File: config.mk
export PLATFORM = sky130hd
export DESIGN_NAME = svc_sram_cmd_arb
export DESIGN_NICKNAME = d
export VERILOG_FILES = /design/src/rtl/svc_sram_cmd_arb.sv
export SDC_FILE = /design/constraint.sdc
export NUM_CORES = 1
export LEC_CHECK = 0
export CAP_MARGIN = 20
export CELL_PAD_IN_SITES_DETAIL_PLACEMENT = 1
export CELL_PAD_IN_SITES_GLOBAL_PLACEMENT = 1
export CORE_UTILIZATION = 20
export CTS_CLUSTER_DIAMETER = 100
export DETAILED_ROUTE_END_ITERATION = 8
export GPL_TIMING_DRIVEN = 1
export PLACE_DENSITY = 0.95
export SYNTH_ARGS = -nofsm -noshare
export SYNTH_HDL_FRONTEND = slang
export SYNTH_SLANG_ARGS = --single-unit
File: constraint.sdc
create_clock -name clk -period 4.23 [get_ports clk]
set_clock_uncertainty 0.05 [all_clocks]
set_input_delay 0.6345 -clock clk [delete_from_list [all_inputs] [get_ports clk]]
set_output_delay 0.6345 -clock clk [all_outputs]
set_load 0.01 [all_outputs]
File: src/rtl/svc_sram_cmd_arb.sv
// Round-robin arbiter sharing one SRAM command port between two requesters.
// Read IDs are tracked in order so read data returns to its issuer.
module svc_sram_cmd_arb #(
  parameter int SRAM_ADDR_WIDTH = 18,
  parameter int SRAM_DATA_WIDTH = 16,
  parameter int SRAM_STRB_WIDTH = SRAM_DATA_WIDTH / 8,
  parameter int RD_DEPTH        = 4
) (
  input  logic                       clk,
  input  logic                       rst,

  input  logic                       s0_cmd_valid,
  output logic                       s0_cmd_ready,
  input  logic [SRAM_ADDR_WIDTH-1:0] s0_cmd_addr,
  input  logic                       s0_cmd_wr_en,
  input  logic [SRAM_DATA_WIDTH-1:0] s0_cmd_wr_data,
  input  logic [SRAM_STRB_WIDTH-1:0] s0_cmd_wr_strb,
  output logic                       s0_resp_rd_valid,
  input  logic                       s0_resp_rd_ready,
  output logic [SRAM_DATA_WIDTH-1:0] s0_resp_rd_data,

  input  logic                       s1_cmd_valid,
  output logic                       s1_cmd_ready,
  input  logic [SRAM_ADDR_WIDTH-1:0] s1_cmd_addr,
  input  logic                       s1_cmd_wr_en,
  input  logic [SRAM_DATA_WIDTH-1:0] s1_cmd_wr_data,
  input  logic [SRAM_STRB_WIDTH-1:0] s1_cmd_wr_strb,
  output logic                       s1_resp_rd_valid,
  input  logic                       s1_resp_rd_ready,
  output logic [SRAM_DATA_WIDTH-1:0] s1_resp_rd_data,

  output logic                       m_cmd_valid,
  input  logic                       m_cmd_ready,
  output logic [SRAM_ADDR_WIDTH-1:0] m_cmd_addr,
  output logic                       m_cmd_wr_en,
  output logic [SRAM_DATA_WIDTH-1:0] m_cmd_wr_data,
  output logic [SRAM_STRB_WIDTH-1:0] m_cmd_wr_strb,
  input  logic                       m_resp_rd_valid,
  output logic                       m_resp_rd_ready,
  input  logic [SRAM_DATA_WIDTH-1:0] m_resp_rd_data
);

  localparam int AW = $clog2(RD_DEPTH);
  localparam int CW = AW + 1;
  localparam logic [CW-1:0] DEPTH_C = CW'(RD_DEPTH);

  // state | meaning
  // IDLE  | no grant; arbitrate on any valid
  // GNT0  | requester 0 owns the command port until its handshake
  // GNT1  | requester 1 owns the command port until its handshake
  typedef enum logic [1:0] {
    IDLE = 2'd0,
    GNT0 = 2'd1,
    GNT1 = 2'd2
  } state_t;

  state_t        r_state;
  logic          r_ptr;
  logic          r_id [RD_DEPTH];
  logic [AW-1:0] r_wptr;
  logic [AW-1:0] r_rptr;
  logic [CW-1:0] r_count;

  logic w_gnt0, w_gnt1, w_gnt_valid, w_gnt_wr;
  logic w_full, w_empty, w_blocked, w_hs, w_push, w_pop, w_head;

  function automatic state_t f_arb(input logic ptr, input logic v0, input logic v1);
    if (!v0 && !v1) return IDLE;
    if (ptr) return v1 ? GNT1 : GNT0;
    return v0 ? GNT0 : GNT1;
  endfunction

  assign w_gnt0      = (r_state == GNT0);
  assign w_gnt1      = (r_state == GNT1);
  assign w_gnt_valid = (w_gnt0 & s0_cmd_valid) | (w_gnt1 & s1_cmd_valid);
  assign w_gnt_wr    = w_gnt1 ? s1_cmd_wr_en : s0_cmd_wr_en;

  // Full is judged on the registered count, so a same-cycle pop cannot free a slot.
  assign w_full    = (r_count == DEPTH_C);
  assign w_empty   = (r_count == '0);
  assign w_blocked = !w_gnt_wr && w_full;

  assign m_cmd_valid   = w_gnt_valid & !w_blocked;
  assign m_cmd_addr    = w_gnt1 ? s1_cmd_addr    : s0_cmd_addr;
  assign m_cmd_wr_en   = w_gnt_wr;
  assign m_cmd_wr_data = w_gnt1 ? s1_cmd_wr_data : s0_cmd_wr_data;
  assign m_cmd_wr_strb = w_gnt1 ? s1_cmd_wr_strb : s0_cmd_wr_strb;

  assign s0_cmd_ready = w_gnt0 & m_cmd_ready & !w_blocked;
  assign s1_cmd_ready = w_gnt1 & m_cmd_ready & !w_blocked;

  assign w_hs   = m_cmd_valid & m_cmd_ready;
  assign w_push = w_hs & !w_gnt_wr;

  assign w_head           = r_id[r_rptr];
  assign m_resp_rd_ready  = !w_empty & (w_head ? s1_resp_rd_ready : s0_resp_rd_ready);
  assign s0_resp_rd_valid = m_resp_rd_valid & !w_empty & !w_head;
  assign s1_resp_rd_valid = m_resp_rd_valid & !w_empty &  w_head;
  assign s0_resp_rd_data  = m_resp_rd_data;
  assign s1_resp_rd_data  = m_resp_rd_data;
  assign w_pop            = m_resp_rd_valid & m_resp_rd_ready;

  always_ff @(posedge clk) begin
    if (rst) begin
      r_state <= IDLE;
      r_ptr   <= 1'b0;
    end else begin
      case (r_state)
        IDLE: r_state <= f_arb(r_ptr, s0_cmd_valid, s1_cmd_valid);
        default: begin
          // Preference passes to the requester that was not just served.
          if (w_hs) begin
            r_ptr   <= w_gnt0;
            r_state <= f_arb(w_gnt0, s0_cmd_valid, s1_cmd_valid);
          end
        end
      endcase
    end
  end

  always_ff @(posedge clk) begin
    if (rst) begin
      r_wptr  <= '0;
      r_rptr  <= '0;
      r_count <= '0;
    end else begin
      if (w_push) r_wptr <= r_wptr + AW'(1);
      if (w_pop)  r_rptr <= r_rptr + AW'(1);
      case ({w_push, w_pop})
        2'b10:   r_count <= r_count + CW'(1);
        2'b01:   r_count <= r_count - CW'(1);
        default: r_count <= r_count;
      endcase
    end
  end

  always_ff @(posedge clk) begin
    if (w_push) r_id[r_wptr] <= w_gnt1;
  end

endmodule
## Word-level counts from Yosys, hierarchy flattened

Memory sizes are Yosys's and may differ from the RTL's. A register that Yosys moved wholly into a read port is not among the register bits.
Cells that the tools add are included.

| cells by class | value |
|---|---|
| $add $sub $neg | 4 |
| eq/ne operators | 5 |
| muxes and demuxes | 36 |
| bitwise gates (word level) | 16 |
| reduce and logical (&&, ||, !) cells | 13 |

Operator list:

| cell | number |
|---|---|
| $mux W2 | 14 |
| $mux W1 | 19 |
| $mux W18 | 1 |
| $mux W16 | 1 |
| $and A1 B1 Y1 | 14 |
| $logic_not A1 Y1 | 6 |
| $pmux W3 S2 | 1 |
| $add A2 B1 Y2 const B | 2 |
| $eq A2 B1 Y1 const B | 2 |
| $eq A2 B2 Y1 const B | 2 |
| $reduce_bool A2 Y1 | 2 |
| $add A3 B1 Y3 const B | 1 |
| $eq A3 B3 Y1 const B | 1 |
| $logic_not A3 Y1 | 1 |
| $sub A3 B1 Y3 const B | 1 |
| $logic_and A1 B1 Y1 | 2 |
| $logic_not A2 Y1 | 1 |
| $reduce_and A2 Y1 | 1 |
| $not A1 Y1 | 1 |
| $or A1 B1 Y1 | 1 |

| word-level totals | value |
|---|---|
| flip-flop bits (word level) | 10 |
| RAM bits | 4 |
| output and inout port bits | 75 |
| memories | 1 |

Memories:

| memory | depth | width | read ports | clocked after memory_dff | write ports | line | text |
|---|---|---|---|---|---|---|---|
| r_id | 4 | 1 | 1 | 1 | 1 | 59 | `logic r_id [RD_DEPTH];` |

## Logic depth before layout (Yosys ltp)

Gate-level depths: netlist (run 1).

| depth | value |
|---|---|
| depth after elaboration | 18 |
| gate-level depth with buffers | 12 |
| gate-level depth less buffers | 10 |

## Least setup slack after synthesis (run 1)

Ideal clock, no wire load.

| path | value |
|---|---|
| kind | register -> register |
| start | reg with a tool-made name |
| end | reg r_count[2] |
| setup time | 0.071 ns |
| data arrival time | 2.322 ns |
| required time | 4.109 ns |
| path slack | 1.787 ns |
| cell stages (with the launch flop) | 10 |
| buffers on the path | 0 |
| cells stage by stage | dfxtp_1 mux4_2 mux2i_2 nor2_2 ha_1 inv_1 fa_1 xor2_1 or3_1 a21oi_1 |

RTL lines:

| what | line | text |
|---|---|---|
| to (signal assigned) | 130 | `2'b10: r_count <= r_count + CW'(1);` |
| to (signal assigned) | 131 | `2'b01: r_count <= r_count - CW'(1);` |
| to (signal assigned) | 132 | `default: r_count <= r_count;` |
| to (decl) | 62 | `logic [CW-1:0] r_count;` |

## Worst setup path in the final report (run 1)

| path | value |
|---|---|
| start | reg r_state[1] |
| end | out m_cmd_wr_data[2] |

| on the way | value |
|---|---|
| cells in the longest elaborated chain, start to end | 2 |

RTL lines:

| what | line | text |
|---|---|---|
| from (decl) | 57 | `state_t r_state;` |
| from (signal assigned) | 109 | `IDLE: r_state <= f_arb(r_ptr, s0_cmd_valid, s1_cmd_valid);` |
| from (signal assigned) | 114 | `r_state <= f_arb(w_gnt0, s0_cmd_valid, s1_cmd_valid);` |
| $eq A2 B2 Y1 | 74 | `assign w_gnt1 = (r_state == GNT1);` |
| $mux W16 | 86 | `assign m_cmd_wr_data = w_gnt1 ? s1_cmd_wr_data : s0_cmd_wr_data;` |
| to (decl) | 36 | `output logic [SRAM_DATA_WIDTH-1:0] m_cmd_wr_data,` |

Every way passes these cells.

==> results of run 1 <==
## cells by family (layout without fill, tap and decap cells)
kind of cell / after synthesis / in the layout / synth area share
compound gates: 25 / 25 / 0.112
xor+xnor: 2 / 2 / 0.0110
fa+ha+maj: 6 / 6 / 0.0521
buf+inv: 48 / 139 / 0.192
flops: 16 / 16 / 0.227
mux: 41 / 41 / 0.300
simple gates: 30 / 30 / 0.106
## critical path, stage by stage, from the launching register on
cell	delay, ns
sky130_fd_sc_hd__dfxtp_1	0.44
sky130_fd_sc_hd__nor2b_4	0.65
sky130_fd_sc_hd__buf_12	0.26
sky130_fd_sc_hd__mux2_1	0.34
sky130_fd_sc_hd__clkdlybuf4s50_1	0.51
## metrics by stage
step                std cells  total power [mW]
detailed placement        357             0.485
global route              361             0.632
floorplan                 168             0.327
global placement          357             0.478
finish                    361             0.599
CTS                       361             0.609
## cells in the final DEF (no fill, tap or decap), types with 2 or more instances in the layout
master / Yosys / layout
sky130_fd_sc_hd__nor2b_1: 4 / 3
sky130_fd_sc_hd__dfxtp_1: 12 / 12
sky130_fd_sc_hd__clkbuf_8: 0 / 3
sky130_fd_sc_hd__nand3_1: 2 / 2
sky130_fd_sc_hd__ha_1: 5 / 5
sky130_fd_sc_hd__o211ai_1: 3 / 3
sky130_fd_sc_hd__inv_1: 10 / 10
sky130_fd_sc_hd__and3_1: 4 / 4
sky130_fd_sc_hd__nor2_1: 8 / 8
sky130_fd_sc_hd__edfxtp_1: 4 / 4
sky130_fd_sc_hd__o2bb2ai_1: 2 / 2
sky130_fd_sc_hd__a21oi_1: 5 / 5
sky130_fd_sc_hd__nor3b_1: 2 / 2
sky130_fd_sc_hd__nand2_1: 2 / 2
sky130_fd_sc_hd__a21boi_1: 4 / 4
sky130_fd_sc_hd__xor2_1: 2 / 2
sky130_fd_sc_hd__nand3b_1: 3 / 3
sky130_fd_sc_hd__o211a_1: 2 / 2
sky130_fd_sc_hd__clkdlybuf4s50_1: 0 / 124
sky130_fd_sc_hd__mux2_1: 39 / 39
sky130_fd_sc_hd__o21ai_1: 2 / 2
## area by class of cell
class | instances | area [µm²]
clock buffers | 3 | 41.3
clock inverters | 1 | 3.75
fillers | 880 | 4930
inverters | 10 | 37.5
multi-input cells | 104 | 928
flip-flops and latches | 16 | 360
well taps | 102 | 128
repair buffers | 125 | 1260
## layer usage
| layer | part of all wire | vias up |
|---|---|---|
| met3 | 0.066 | 6 |
| met2 | 0.53 | 85 |
| met5 | 0 | - |
| li1 | - | 737 |
| met4 | 0.015 | 0 |
| met1 | 0.39 | 720 |
## cells in the mapped netlist
master	number
sky130_fd_sc_hd__nand2_1	2
sky130_fd_sc_hd__o21ai_1	2
sky130_fd_sc_hd__mux2i_2	1
sky130_fd_sc_hd__mux2_1	39
sky130_fd_sc_hd__fa_1	1
sky130_fd_sc_hd__a31oi_1	1
sky130_fd_sc_hd__a21bo_2	1
sky130_fd_sc_hd__nand3_1	2
sky130_fd_sc_hd__or3b_1	1
sky130_fd_sc_hd__nor2_1	8
sky130_fd_sc_hd__o211ai_1	3
sky130_fd_sc_hd__a21boi_1	4
sky130_fd_sc_hd__nand3b_1	3
sky130_fd_sc_hd__clkbuf_1	2
sky130_fd_sc_hd__or3_1	1
sky130_fd_sc_hd__o211a_1	2
sky130_fd_sc_hd__o21a_1	1
sky130_fd_sc_hd__ha_1	5
sky130_fd_sc_hd__dfxtp_1	12
sky130_fd_sc_hd__buf_2	4
sky130_fd_sc_hd__a211oi_1	1
sky130_fd_sc_hd__edfxtp_1	4
sky130_fd_sc_hd__xor2_1	2
sky130_fd_sc_hd__nor3b_1	2
sky130_fd_sc_hd__inv_1	10
sky130_fd_sc_hd__o21bai_1	1
sky130_fd_sc_hd__o2bb2ai_1	2
sky130_fd_sc_hd__nor2_2	1
sky130_fd_sc_hd__o21ai_0	1
sky130_fd_sc_hd__mux4_2	1
sky130_fd_sc_hd__nor2b_1	4
sky130_fd_sc_hd__a311oi_1	1
sky130_fd_sc_hd__nor3_1	1
sky130_fd_sc_hd__buf_4	32
sky130_fd_sc_hd__nand2b_1	1
sky130_fd_sc_hd__a21oi_1	5
sky130_fd_sc_hd__and3_1	4
## worst paths after layout
path / endpoint / slack [ns] / cells past startpoint
hold reg to reg: r_count[2] / 0.48 / 2
setup reg to reg: r_count[2] / 1.56 / 9
setup / recovery: m_cmd_wr_data[2] / 1.09 / 4
hold / removal: r_count[2] / 0.48 / 2
## power by group through the flow
stage / Combinational, mW / Sequential, mW / Clock (mW)
global route: 0.330 / 0.174 / 0.128
CTS: 0.312 / 0.174 / 0.124
finish: 0.306 / 0.173 / 0.119
detailed placement: 0.309 / 0.177 / 0
global placement: 0.302 / 0.176 / 0
floorplan: 0.154 / 0.173 / 0
==> flow_metrics.py, run 1 <==
metrics = {
    "worst_setup_path": {
        "crit_path_start_kind": "flop",
        "criticalPathCategory": "reg -> out",
        "worst_ep_required_time_ns": 3.55,
        "setup.worst_path.end_class": "primary output",
        "setup.worst_path.start": "r_state[1]",
        "worst-path-max-fanout": 24,
        "cp_data_arrival_time_ns": 2.45,
    },
    "logic_synthesis": {
        "ys_types": 37,
        "netlist_instances": 168,
        "synth_top_area_cell": "sky130_fd_sc_hd__mux2_1",
        "synth_top_cells_by_area": "sky130_fd_sc_hd__mux2_1 (28%), sky130_fd_sc_hd__dfxtp_1 (15%), sky130_fd_sc_hd__buf_4 (15%), sky130_fd_sc_hd__edfxtp_1 (7.6%), sky130_fd_sc_hd__ha_1 (3.9%)",
        "synth.net_count": 272,
        "synth.yosys.seq_area_share": 0.227,
        "yosysTopAreaCellShare": 0.277,
        "ys_seq_elements": 16,
        "ys_warn_count": 0,
        "synth_area_um2": 1590,
        "syn-mean-instance-area_um2": 9.44,
    },
    "timing": {
        "min_period_ns": 3.14,
        "setup_tns_ns": 0,
        "grt_setup_unrepaired": "no",
        "setup_viol": 0,
        "fmaxAchievable_ghz": 0.319,
        "post-route-period-util": 0.742,
        "finalMaxSlewViolations": 0,
        "worst-slew-pin-transition_ns": 0.707,
        "worst_slack_ns": 1.09,
        "max-slew-margin-rel": 0.528,
        "holdWs_ns": 0.477,
        "report.final.hold_viol_count": 0,
    },
    "power": {
        "p_seq_frac": 0.290,
        "power_switching_share": 0.294,
        "internal-power_uw": 423,
        "clock_power_share": 0.199,
        "power.switching_uw": 176,
        "vdd_ir_drop_max_mv": 0.0964,
        "power.leakage_nw": 1.01,
        "power.density_cell_area_nw_per_um2": 217,
        "comb_power_share": 0.512,
    },
    "final_layout": {
        "post-route-util": 0.359,
        "nNetsFinal": 364,
        "final_layout_size_suffix_gt1_frac": 0.0347,
        "final_cell_area_um2": 2760,
        "areaGrowthSynthToFinish_pct": 74.0,
        "diodes": 0,
    },
    "clock_tree": {
        "clock-root-buffer": "sky130_fd_sc_hd__clkbuf_8",
        "clock_tree_from_tritoncts": "done",
        "cts_max_path_buffers": 2,
        "total_of_hold_buffers_inserted_after_clock_tree_synthesis": 0,
        "clock_insertion_delay_at_the_later_pin_of_the_skew_report_ns": 0.25,
        "cts.htree.levels": 1,
        "cts_inserted_buffers": 3,
        "cts_sinks": 16,
        "quantity_of_gates_resized_following_cts": 0,
        "post_cts_setup_driven_buffer_insertion_count": 0,
        "path_clk_slew_ns": 0.07,
    },
    "global_route": {
        "grt_max_degree": 25,
        "grtUsageMet1": 0.136,
        "wire_length_of_the_first_global_routing_pass_um": 8110,
        "grt_antenna_before_repair": 0,
        "globalRoute.busiestLayer": "met2",
        "grt-ovfl-total": 0,
        "first_global_vias": 1635,
        "gr-usage-all-layers": 0.122,
        "met2_usage": 0.234,
        "grtUsageMet3": 0.0201,
    },
    "floorplanning": {
        "design.die.area_um2": 8290,
        "die_height_um": 91.1,
        "core.rowCount": 32,
        "core-area_um2": 7690,
        "floorplan.initialDensity": 0.206,
        "io_pins": 173,
        "fp.dieW_um": 91.1,
    },
    "min_path": {
        "hp-start": "r_count[2]",
        "worstHoldPathType": "reg -> reg",
    },
    "placed_design": {
        "post-place-ws_ns": 1.23,
        "port_buffers": 124,
        "gp_routability_congestion": 0.708,
        "dpl_cell_area_um2": 2720,
        "place_hpwl_um": 4360,
    },
    "run_status": {
        "outcome": "finished, final reports clean",
    },
    "detailed_routing": {
        "firstDrtPassIters": 4,
        "remaining_drc_errors": 0,
        "drtIter0Drc": 32,
        "final_antenna_net_count": 0,
        "via_count": 1548,
        "wl_per_cell_um": 14.4,
        "post_drt_via_cell_ratio": 4.29,
        "totalWireLength_um": 5200,
    },
    "flow_run": {
        "max-cap-violations": 0,
    },
}
Power figures use the tool's default switching activity.
==> inputs of run 2 (changes only) <==
--- a/config.mk
+++ b/config.mk
@@ -8,11 +8,11 @@
 export CAP_MARGIN = 20
 export CELL_PAD_IN_SITES_DETAIL_PLACEMENT = 1
 export CELL_PAD_IN_SITES_GLOBAL_PLACEMENT = 1
-export CORE_UTILIZATION = 20
+export CORE_UTILIZATION = 18
 export CTS_CLUSTER_DIAMETER = 100
 export DETAILED_ROUTE_END_ITERATION = 8
 export GPL_TIMING_DRIVEN = 1
-export PLACE_DENSITY = 0.95
+export PLACE_DENSITY = 0.9
 export SYNTH_ARGS = -nofsm -noshare
 export SYNTH_HDL_FRONTEND = slang
 export SYNTH_SLANG_ARGS = --single-unit
==> constraint.sdc (replaced) <==
create_clock -name clk -period 3.25 [get_ports clk]
set_clock_uncertainty 0.05 [all_clocks]
set_input_delay 0.4875 -clock clk [delete_from_list [all_inputs] [get_ports clk]]
set_output_delay 0.4875 -clock clk [all_outputs]
set_load 0.01 [all_outputs]
==> run 2 against run 1 <==
Routed wire length grew 5.4%. Non-clock buffer count unchanged. Register-to-register slack got worse by 1.1 ns. Core utilization decreased by 2.9 points. Sequential share of layout area is essentially flat. Die area grew 11%. Via count is 0.45% lower. First-iteration DRC count down 47%. Setup slack worse by 0.71 ns. Flip-flop and latch count unchanged. Clock power grew 30%. Combinational power up 30%.
==> flow_metrics.py, run 2 (synthesized netlist as in run 1, its figures left out) <==
metrics = {
    "worst_setup_path": {
        "timing.critical_path.cells": "nor2b_4 > buf_12 > mux2_1 > clkdlybuf4s50_1",
        "worstRegToRegCells": 9,
        "worst_ep_required_time_ns": 2.71,
        "cp_data_arrival_time_ns": 2.33,
        "criticalPathCategory": "reg -> out",
        "crit_path_start_kind": "flop",
        "rr_endpoint": "r_count[2]",
        "max_stage_delay_ns": 0.50,
        "regToRegSetupSlack_ns": 0.51,
        "crit-reg2reg-launch": "r_id[3]",
        "setup.worst_path.end_class": "primary output",
        "critical_path_s_slowest_cell": "sky130_fd_sc_hd__nor2b_4",
        "worst-path-max-fanout": 29,
    },
    "min_path": {
        "min_delay_path_depth": 2,
        "hp-start": "r_wptr[0]",
        "min_to": "r_wptr[0]",
        "worstHoldPathType": "reg -> reg",
    },
    "detailed_routing": {
        "totalWireLength_um": 5480,
        "drtIter0Drc": 17,
        "remaining_drc_errors": 0,
        "via_count": 1541,
        "wl_per_cell_um": 15.1,
        "firstDrtPassIters": 4,
        "post_drt_via_cell_ratio": 4.23,
        "final_antenna_net_count": 0,
    },
    "floorplanning": {
        "fp.dieW_um": 95.9,
        "io_pins": 173,
        "core.rowCount": 33,
        "core-area_um2": 8380,
        "design.die.area_um2": 9190,
        "floorplan.initialDensity": 0.189,
        "die_height_um": 95.9,
    },
    "timing": {
        "setup_tns_ns": 0,
        "post-route-period-util": 0.884,
        "grt_setup_unrepaired": "no",
        "fmaxAchievable_ghz": 0.348,
        "finalMaxSlewViolations": 0,
        "worst_slack_ns": 0.379,
        "min_period_ns": 2.87,
        "max-slew-margin-rel": 0.558,
        "report.final.hold_viol_count": 0,
        "worst-slew-pin-transition_ns": 0.662,
        "setup_viol": 0,
        "holdWs_ns": 0.489,
    },
    "clock_tree": {
        "quantity_of_gates_resized_following_cts": 0,
        "clock-root-buffer": "sky130_fd_sc_hd__clkbuf_8",
        "cts_inserted_buffers": 3,
        "total_of_hold_buffers_inserted_after_clock_tree_synthesis": 0,
        "cts_sinks": 16,
        "clock_insertion_delay_at_the_later_pin_of_the_skew_report_ns": 0.26,
        "clock_tree_from_tritoncts": "done",
        "post_cts_setup_driven_buffer_insertion_count": 0,
        "cts.htree.levels": 1,
        "path_clk_slew_ns": 0.06,
        "cts_max_path_buffers": 2,
    },
    "placed_design": {
        "post-place-ws_ns": 0.385,
        "place_hpwl_um": 4720,
        "gp_routability_congestion": 0.724,
        "port_buffers": 124,
    },
    "power": {
        "internal-power_uw": 551,
        "power.leakage_nw": 1.01,
        "comb_power_share": 0.510,
        "vdd_ir_drop_max_mv": 0.0858,
        "power.switching_uw": 227,
        "power_switching_share": 0.292,
        "power.density_cell_area_nw_per_um2": 282,
        "p_seq_frac": 0.290,
        "clock_power_share": 0.200,
    },
    "final_layout": {
        "final_layout_size_suffix_gt1_frac": 0.0347,
        "layout_commonest_cell": "sky130_fd_sc_hd__clkdlybuf4s50_1",
        "post-route-util": 0.330,
        "ff_latch_area_um2": 360,
        "areaGrowthSynthToFinish_pct": 74.2,
        "multiInputGateArea_um2": 928,
        "diodes": 0,
        "final_cell_mix": "sky130_fd_sc_hd__clkdlybuf4s50_1 (124), sky130_fd_sc_hd__mux2_1 (39), sky130_fd_sc_hd__dfxtp_1 (12)",
        "nNetsFinal": 364,
        "layout.filler_cells": 952,
    },
    "run_status": {
        "outcome": "finished, final reports clean",
    },
    "flow_run": {
        "max-cap-violations": 0,
    },
    "global_route": {
        "grt_max_degree": 30,
        "grt_antenna_before_repair": 0,
        "gr-usage-all-layers": 0.114,
        "first_global_vias": 1605,
        "grt-ovfl-total": 0,
        "wire_length_of_the_first_global_routing_pass_um": 7980,
    },
}
-- run 2: cell counts in the layout (fill, tap and decap cells not counted) --
No cell type changed its count.
-- run 2: area by class of cell --
class / instances / area share
clock inverter: 1 / 0.00136
inverter: 10 / 0.0136
tap: 105 / 0.0475
timing repair buffer: 125 / 0.456
multi-input combinational: 104 / 0.336
clock buffer: 3 / 0.0149
sequential: 16 / 0.130
-- run 2: worst max-delay path by stage --
stage                                   end  slack (ns)  cells past startpoint          from
after CTS                  m_cmd_wr_strb[1]        0.35                      4    r_state[1]
after floorplan                  r_count[2]        0.81                      9          flop
after global placement           r_count[2]        0.54                     11  s0_cmd_wr_en
after global routing      m_cmd_wr_data[11]        0.25                      4    r_state[1]
final                      m_cmd_wr_strb[1]        0.38                      4    r_state[1]
after detailed placement         r_count[2]        0.38                     11  s0_cmd_wr_en
-- run 2: stage by stage --
stage,cell area (µm²),cells,power [mW]
finish,2760,364,0.778
global route,2760,364,0.822
CTS,2760,364,0.791
detailed placement,2720,360,0.631
global placement,2720,360,0.622
floorplan,1590,168,0.426
-- run 2: per-layer routing --
metal / up-vias / track usage / routed length, µm
li1: 736 / - / -
met1: 704 / 0.128 / 2200
met2: 94 / 0.215 / 2830
met3: 7 / 0.0182 / 380
met4: 0 / 0.0398 / 65
met5: - / 0 / 0
-- run 2: power groups by stage --
stage	sequential, mW	combinational, mW	clock (mW)
floorplan	0.226	0.200	0
global placement	0.229	0.392	0
detailed placement	0.230	0.402	0
CTS	0.226	0.405	0.160
global route	0.227	0.427	0.168
finish	0.226	0.397	0.155
-- run 2: critical path: cells and delay by family, from the launching register on --
| family | cells | cell delay, ns |
|---|---|---|
| mux | 1 | 0.34 |
| simple gates | 1 | 0.50 |
| flops | 1 | 0.46 |
| buf+inv | 2 | 0.76 |
